**config.mk**
```make
export PLATFORM = sky130hd
export DESIGN_NAME = cam_cmd_sequencer
export DESIGN_NICKNAME = d
export VERILOG_FILES = /design/src/rtl/cam_cmd_sequencer.sv
export SDC_FILE = /design/constraint.sdc
export NUM_CORES = 1
export LEC_CHECK = 0
export CORE_MARGIN = 10
export CORE_UTILIZATION = 53
export DETAILED_ROUTE_END_ITERATION = 10
export GPL_ROUTABILITY_DRIVEN = 1
export GPL_TIMING_DRIVEN = 0
export PLACE_DENSITY = 0.77
export SKIP_CTS_REPAIR_TIMING = 1
export SYNTH_ARGS = -nofsm -noshare
export SYNTH_HDL_FRONTEND = slang
export SYNTH_SLANG_ARGS = --single-unit
```
**constraint.sdc**
```tcl
create_clock -name clk -period 2.8 [get_ports clk]
set_input_delay 0.56 -clock clk [delete_from_list [all_inputs] [get_ports clk]]
set_output_delay 0.56 -clock clk [all_outputs]
set_load 0.01 [all_outputs]
```
**src/rtl/cam_cmd_sequencer.sv**
```systemverilog
`default_nettype none
// ============================================================================
//  Module   : cam_cmd_sequencer
//  Purpose  : Command front-end for a 16x8 CAM. Buffers write/search commands
//             in a small FIFO, issues them to the CAM one at a time in order,
//             captures the match result and returns it on a valid/ready port.
//             A write is always followed by at least one IDLE cycle, so a
//             search queued behind it sees the written data.
//  Ports    : clk, rst             - clock, synchronous active-high reset
//             cmd_valid/cmd_ready  - command handshake (cmd_ready registered)
//             cmd_write/addr/data  - 1=write data@addr, 0=search for data
//             cam_we/waddr/wdata   - one-cycle CAM write strobe and fields
//             cam_search/cam_key   - one-cycle CAM search strobe and key
//             cam_found/match_addr - CAM result, valid CAM_LAT after search
//             rsp_valid/rsp_ready  - response handshake, held until accepted
//             rsp_found/rsp_addr   - captured match (addr 0 when not found)
//             busy                 - FIFO non-empty or FSM not IDLE
//  Options  : CAM_SEQ_WR_ACK_EN - when defined, each write also returns a
//             response (found=1, addr=written address).
//  Revision : 1.0 - initial release
// ============================================================================
module cam_cmd_sequencer #(
    parameter int DEPTH   = 4,
    parameter int ADDR_W  = 4,
    parameter int DATA_W  = 8,
    parameter int CAM_LAT = 1
) (
    input  logic              clk,
    input  logic              rst,
    input  logic              cmd_valid,
    output logic              cmd_ready,
    input  logic              cmd_write,
    input  logic [ADDR_W-1:0] cmd_addr,
    input  logic [DATA_W-1:0] cmd_data,
    output logic              cam_we,
    output logic [ADDR_W-1:0] cam_waddr,
    output logic [DATA_W-1:0] cam_wdata,
    output logic              cam_search,
    output logic [DATA_W-1:0] cam_key,
    input  logic              cam_found,
    input  logic [ADDR_W-1:0] cam_match_addr,
    output logic              rsp_valid,
    input  logic              rsp_ready,
    output logic              rsp_found,
    output logic [ADDR_W-1:0] rsp_addr,
    output logic              busy
);

    localparam int c_PTR_W = (DEPTH > 1) ? $clog2(DEPTH) : 1;
    localparam int c_CNT_W = c_PTR_W + 1;
    localparam int c_ENT_W = 1 + ADDR_W + DATA_W;
    localparam int c_LAT_W = (CAM_LAT > 1) ? $clog2(CAM_LAT) : 1;

    localparam logic [c_CNT_W-1:0] c_DEPTH    = c_CNT_W'(DEPTH);
    localparam logic [c_LAT_W-1:0] c_LAT_LAST = c_LAT_W'(CAM_LAT - 1);

    localparam logic [1:0] c_S_IDLE  = 2'd0;
    localparam logic [1:0] c_S_ISSUE = 2'd1;
    localparam logic [1:0] c_S_WAIT  = 2'd2;
    localparam logic [1:0] c_S_RESP  = 2'd3;

    // ------------------------------------------------------------------
    // Command FIFO
    // ------------------------------------------------------------------
    logic [c_ENT_W-1:0] r_mem [DEPTH];
    logic [c_PTR_W-1:0] r_wptr;
    logic [c_PTR_W-1:0] r_rptr;
    logic [c_CNT_W-1:0] r_count;
    logic               r_cmd_ready;

    logic [1:0]         r_state;
    logic [c_LAT_W-1:0] r_lat_cnt;

    logic               w_push;
    logic               w_pop;
    logic [c_CNT_W-1:0] w_count_nxt;
    logic [c_ENT_W-1:0] w_head;
    logic               w_head_write;
    logic [ADDR_W-1:0]  w_head_addr;
    logic [DATA_W-1:0]  w_head_data;

    assign w_push      = cmd_valid & r_cmd_ready;
    assign w_pop       = (r_state == c_S_IDLE) && (r_count != '0);
    assign w_count_nxt = r_count + c_CNT_W'(w_push) - c_CNT_W'(w_pop);

    assign w_head       = r_mem[r_rptr];
    assign w_head_write = w_head[c_ENT_W-1];
    assign w_head_addr  = w_head[DATA_W +: ADDR_W];
    assign w_head_data  = w_head[DATA_W-1:0];

    assign cmd_ready = r_cmd_ready;
    assign busy      = (r_count != '0) || (r_state != c_S_IDLE);

    // Storage needs no reset: occupancy is tracked by the pointers/count.
    always_ff @(posedge clk) begin
        if (w_push) begin
            r_mem[r_wptr] <= {cmd_write, cmd_addr, cmd_data};
        end
    end

    always_ff @(posedge clk) begin
        if (rst) begin
            r_wptr      <= '0;
            r_rptr      <= '0;
            r_count     <= '0;
            r_cmd_ready <= 1'b1;
        end else begin
            r_count <= w_count_nxt;
            // Registered full flag: a same-cycle pop does not reopen the port.
            r_cmd_ready <= (w_count_nxt != c_DEPTH);
            if (w_push) begin
                r_wptr <= r_wptr + 1'b1;
            end
            if (w_pop) begin
                r_rptr <= r_rptr + 1'b1;
            end
        end
    end

    // ------------------------------------------------------------------
    // Issue / response FSM. Strobes are registered on the IDLE->ISSUE
    // transition so they are high exactly during the ISSUE cycle.
    // ------------------------------------------------------------------
    always_ff @(posedge clk) begin
        if (rst) begin
            r_state    <= c_S_IDLE;
            r_lat_cnt  <= '0;
            cam_we     <= 1'b0;
            cam_waddr  <= '0;
            cam_wdata  <= '0;
            cam_search <= 1'b0;
            cam_key    <= '0;
            rsp_valid  <= 1'b0;
            rsp_found  <= 1'b0;
            rsp_addr   <= '0;
        end else begin
            cam_we     <= 1'b0;
            cam_search <= 1'b0;
            case (r_state)
                c_S_IDLE: begin
                    if (w_pop) begin
                        if (w_head_write) begin
                            cam_we    <= 1'b1;
                            cam_waddr <= w_head_addr;
                            cam_wdata <= w_head_data;
                        end else begin
                            cam_search <= 1'b1;
                            cam_key    <= w_head_data;
                        end
                        r_state <= c_S_ISSUE;
                    end
                end
                c_S_ISSUE: begin
                    // cam_we/cam_waddr still reflect the command being issued.
                    if (cam_we) begin
`ifdef CAM_SEQ_WR_ACK_EN
                        rsp_valid <= 1'b1;
                        rsp_found <= 1'b1;
                        rsp_addr  <= cam_waddr;
                        r_state   <= c_S_RESP;
`else
                        r_state   <= c_S_IDLE;
`endif
                    end else begin
                        r_lat_cnt <= '0;
                        r_state   <= c_S_WAIT;
                    end
                end
                c_S_WAIT: begin
                    if (r_lat_cnt == c_LAT_LAST) begin
                        rsp_valid <= 1'b1;
                        rsp_found <= cam_found;
                        rsp_addr  <= cam_found ? cam_match_addr : '0;
                        r_state   <= c_S_RESP;
                    end else begin
                        r_lat_cnt <= r_lat_cnt + 1'b1;
                    end
                end
                c_S_RESP: begin
                    if (rsp_ready) begin
                        rsp_valid <= 1'b0;
                        r_state   <= c_S_IDLE;
                    end
                end
                default: begin
                    r_state <= c_S_IDLE;
                end
            endcase
        end
    end

endmodule
`default_nettype wire

```
==> impl_results.html <==
<table>
<tr><th>Metric</th><th>Value</th></tr>
<tr><th colspan="2">Routing</th></tr>
<tr><td>Total number of vias</td><td>just over 2000</td></tr>
<tr><td>Routed wire per std cell</td><td>about 17 um</td></tr>
<tr><td>Initial detailed-routing violation count</td><td>just under 70</td></tr>
<tr><td>Via count normalized by instance count</td><td>about 5.3</td></tr>
<tr><td>Post-route DRC violation count</td><td>0</td></tr>
<tr><td>Post-route ant nets</td><td>0</td></tr>
<tr><td>Total Wirelength</td><td>between 6000 and 7000 um</td></tr>
<tr><td>TritonRoute pass-1 iters</td><td>5</td></tr>
<tr><th colspan="2">Worst setup path</th></tr>
<tr><td>Startpoint types</td><td>register</td></tr>
<tr><td>Type of destination of the critical path</td><td>output port</td></tr>
<tr><td>FF-to-FF End</td><td>cmd_ready</td></tr>
<tr><td>Start of the worst register-to-register path</td><td>r_count[1]</td></tr>
<tr><td>CP required</td><td>2.24 ns</td></tr>
<tr><td>Register-to-register setup slack</td><td>roughly 0.57 ns</td></tr>
<tr><td>Length in cells of the worst reg-to-reg path</td><td>9</td></tr>
<tr><td>Worst Path Arrival</td><td>roughly 1.7 ns</td></tr>
<tr><td>Critical setup path kind</td><td>register to output port</td></tr>
<tr><td>Max Fanout on Critical Path</td><td>9</td></tr>
<tr><th colspan="2">Hold path</th></tr>
<tr><td>Worst Hold Path EP</td><td>rsp_addr[2]</td></tr>
<tr><td>Path category of the worst min-delay check</td><td>register to register</td></tr>
<tr><td>Hold path startpoint</td><td>rsp_addr[2]</td></tr>
<tr><td>Hold path depth</td><td>2</td></tr>
<tr><th colspan="2">Layout</th></tr>
<tr><td>Area growth from synthesis to layout</td><td>24.1%</td></tr>
<tr><td>Fill count</td><td>458</td></tr>
<tr><td>Post-route standard cell area excluding fillers</td><td>4400 um^2</td></tr>
<tr><td>Most common cell after layout, fill and taps aside</td><td>sky130_fd_sc_hd__edfxtp_1</td></tr>
<tr><td>Layout cell share with drive strength beyond 1</td><td>10.5%</td></tr>
<tr><td>Layout Nets</td><td>roughly 330</td></tr>
<tr><td>Leading cell types in the layout, fill and taps excluded</td><td>sky130_fd_sc_hd__edfxtp_1, sky130_fd_sc_hd__clkdlybuf4s50_1, sky130_fd_sc_hd__dfxtp_1, sky130_fd_sc_hd__nand2b_1, sky130_fd_sc_hd__mux2i_1</td></tr>
<tr><td># diodes</td><td>0</td></tr>
<tr><th colspan="2">CTS</th></tr>
<tr><td>Maximum level of the CTS H-tree</td><td>3</td></tr>
<tr><td>Sinks on the clock net</td><td>92</td></tr>
<tr><td>Maximum count of clock buffers along a single path</td><td>2</td></tr>
<tr><td>Clock Latency Late Sink</td><td>roughly 0.35 ns</td></tr>
<tr><td>CTS tree</td><td>done</td></tr>
<tr><td>Clk slew on worst S/H paths</td><td>around 0.09 ns</td></tr>
<tr><td>Clock root buffer</td><td>sky130_fd_sc_hd__clkbuf_8</td></tr>
<tr><td>Clock buffers created by TritonCTS</td><td>9</td></tr>
<tr><th colspan="2">Power and ir drop</th></tr>
<tr><td>Cell internal pwr</td><td>about 3 mW</td></tr>
<tr><td>Power density normalized to cell area</td><td>about 960 nW/um^2</td></tr>
<tr><td>Leakage power</td><td>1.61 nW</td></tr>
<tr><td>Combinational Power Share</td><td>31.5%</td></tr>
<tr><td>Power share of the clock group</td><td>25.1%</td></tr>
<tr><td>Switching part of the total</td><td>29.1%</td></tr>
<tr><td>Register share of total power</td><td>between 40 and 50%</td></tr>
<tr><td>Reported net switching power</td><td>between 1 and 1.5 mW</td></tr>
<tr><td>Max IR drop VDD</td><td>0.558 mV</td></tr>
<tr><th colspan="2">Timing</th></tr>
<tr><td>Crit path time final</td><td>approximately 2.3 ns</td></tr>
<tr><td>Worst relative slew slack</td><td>between 50% and 60%</td></tr>
<tr><td>Least-Margin Pin Slew</td><td>0.685 ns</td></tr>
<tr><td>Setup violations, final</td><td>0</td></tr>
<tr><td>Setup repair after global routing missed its margin</td><td>false</td></tr>
<tr><td>Post-route clock period utilization</td><td>81.0%</td></tr>
<tr><td>Worst clock skew</td><td>0.0118 ns</td></tr>
<tr><td>Setup TNS</td><td>0 ns</td></tr>
<tr><td>Fin. Hold Viols</td><td>0</td></tr>
<tr><td>Slew Limit Fails</td><td>0</td></tr>
<tr><td>Setup slack of the critical path after layout</td><td>between 0.5 and 0.6 ns</td></tr>
<tr><td>Highest achievable clock rate</td><td>about 440 MHz</td></tr>
<tr><th colspan="2">Global route</th></tr>
<tr><td>Grt ovf</td><td>0</td></tr>
<tr><td>Global-route usage over all layers</td><td>roughly an eighth</td></tr>
<tr><td>Via count of the first global-routing pass</td><td>approximately 2200</td></tr>
<tr><td>Wire length of the first global-routing pass</td><td>10600 um</td></tr>
<tr><td>Largest net degree at the start of global routing</td><td>17</td></tr>
<tr><td>Antenna violations before repair</td><td>0</td></tr>
<tr><th colspan="2">Floorplan</th></tr>
<tr><td>Number of top-level pins</td><td>52</td></tr>
<tr><td>Width of the die</td><td>102 um</td></tr>
<tr><td>Core area</td><td>approximately 6400 um^2</td></tr>
<tr><td>Num rows</td><td>29</td></tr>
<tr><td>Starting density of the core</td><td>~55%</td></tr>
<tr><td>Die extent in y</td><td>~100 um</td></tr>
<tr><td>Die area</td><td>about 10000 um^2</td></tr>
<tr><th colspan="2">Synth</th></tr>
<tr><td>Async set or reset register ratio after synthesis</td><td>0%</td></tr>
<tr><td>Netlist area before placement</td><td>3550 um^2</td></tr>
<tr><td>Sequential fraction of the synthesis area</td><td>66.6%</td></tr>
<tr><td>Count of synthesis-stage warnings from yosys</td><td>0</td></tr>
<tr><td>Syn Area/Cell</td><td>approximately 15 um^2</td></tr>
<tr><td>Commonest register cell after synthesis</td><td>sky130_fd_sc_hd__edfxtp_1</td></tr>
<tr><td>Syn Nets</td><td>267</td></tr>
<tr><td>Synthesized netlist cell count</td><td>239</td></tr>
<tr><td>Number of synthesized flops with an enable pin</td><td>52</td></tr>
<tr><td>Post-synthesis sequential element count</td><td>about 90</td></tr>
<tr><td>Yosys cell types</td><td>33</td></tr>
<tr><th colspan="2">Flow run</th></tr>
<tr><td>Max-cap viol count</td><td>0</td></tr>
<tr><th colspan="2">Outcome</th></tr>
<tr><td>Status</td><td>completed</td></tr>
<tr><th colspan="2">Place</th></tr>
<tr><td>Count of input and output buffers</td><td>51</td></tr>
<tr><td>Dpl ws</td><td>about 0.25 ns</td></tr>
<tr><td>Post-Place Cell Area</td><td>between 4000 and 5000 um^2</td></tr>
<tr><td>Final weighted congestion of routability-driven global placement</td><td>approximately 0.76</td></tr>
<tr><td>HPWL reported at the end of detailed placement</td><td>between 4000 and 5000 um</td></tr>
</table>
## worst max-delay path, stage by stage, from the launching register on
cell,delay [ns]
sky130_fd_sc_hd__dfxtp_1,0.32
sky130_fd_sc_hd__clkbuf_1,0.27
sky130_fd_sc_hd__nor2_1,0.14
sky130_fd_sc_hd__nand2_1,0.09
sky130_fd_sc_hd__clkdlybuf4s50_1,0.53
## worst max path at each step
| stage | to | slack, ns | depth (start not counted) |
|---|---|---|---|
| after CTS | busy | 0.51 | 4 |
| after global placement | cmd_ready | 0.31 | 9 |
| final | busy | 0.53 | 4 |
| after detailed placement | cmd_ready | 0.25 | 9 |
| after floorplan | cmd_ready | 0.76 | 9 |
| after global routing | cmd_ready | 0.35 | 10 |
## Yosys cell counts, types with 2 or more instances
library cell	instances	share of area, %
sky130_fd_sc_hd__nand2b_1	34	6.0
sky130_fd_sc_hd__a21oi_1	13	1.8
sky130_fd_sc_hd__mux4_2	12	7.6
sky130_fd_sc_hd__nand3_1	7	0.99
sky130_fd_sc_hd__inv_1	4	0.42
sky130_fd_sc_hd__edfxtp_1	52	44
sky130_fd_sc_hd__mux2i_1	20	5.6
sky130_fd_sc_hd__ha_1	5	1.8
sky130_fd_sc_hd__nor2b_1	2	0.35
sky130_fd_sc_hd__nand2_1	12	1.3
sky130_fd_sc_hd__and3_1	4	0.71
sky130_fd_sc_hd__or3_1	2	0.35
sky130_fd_sc_hd__nor3_1	2	0.28
sky130_fd_sc_hd__nor2_1	7	0.74
sky130_fd_sc_hd__dfxtp_1	40	23
sky130_fd_sc_hd__clkbuf_1	6	0.63
## registers in the layout, summed over array words and instances (netlist names), 2 cells and up, named ones only
signal,count
r_count,3
r_mem,52
rsp_addr,4
r_wptr,2
r_rptr,2
cam_key,8
cam_wdata,8
cam_waddr,4
## kinds of logic (layout without fill, tap and decap cells)
kind of cell | count (synthesis) | after routing | share of synthesized area [%]
compound gates | 17 | 17 | 2.61
flops | 92 | 92 | 66.6
xor+xnor | 3 | 3 | 1.13
mux | 33 | 33 | 14.0
simple gates | 74 | 74 | 11.5
buf+inv | 14 | 81 | 1.83
fa+ha+maj | 6 | 6 | 2.33
## through the flow
step           hold slack (ns)  util, %  power (mW)  cells
2_1_floorplan            0.463        -        2.69    239
3_3_place_gp             0.441     64.7        3.18    367
3_5_place_dp             0.450     64.7        3.21    367
4_1_cts                  0.464     68.5        4.28    383
5_1_grt                  0.496     68.5        4.47    383
6_report                 0.458     68.5        4.23    383
## layer usage
metal	global-route usage, %	share of wire [%]
met5	0	0
met2	21.4	47
met3	3.10	4.9
met4	7.16	2.3
met1	16.0	46
## power by group through the flow
stage	sequential [mW]	combinational [mW]	clock (mW)
final	1.84	1.33	1.06
after global routing	1.87	1.47	1.13
after CTS	1.84	1.35	1.08
after detailed placement	1.87	1.34	0
after global placement	1.86	1.32	0
after floorplan	1.90	0.792	0
## area by class of cell
type	count	area, um^2	area share (%)
multi-input cells	133	1120	25.4
flip-flops and latches	92	2360	53.7
repair buffers	51	510	11.6
well taps	77	96.3	2.19
clock buffers	9	124	2.81
inverters	4	15.0	0.341
plain buffers	10	50.0	1.14
clock inverters	7	123	2.79
(Power assumes the default switching activity.)
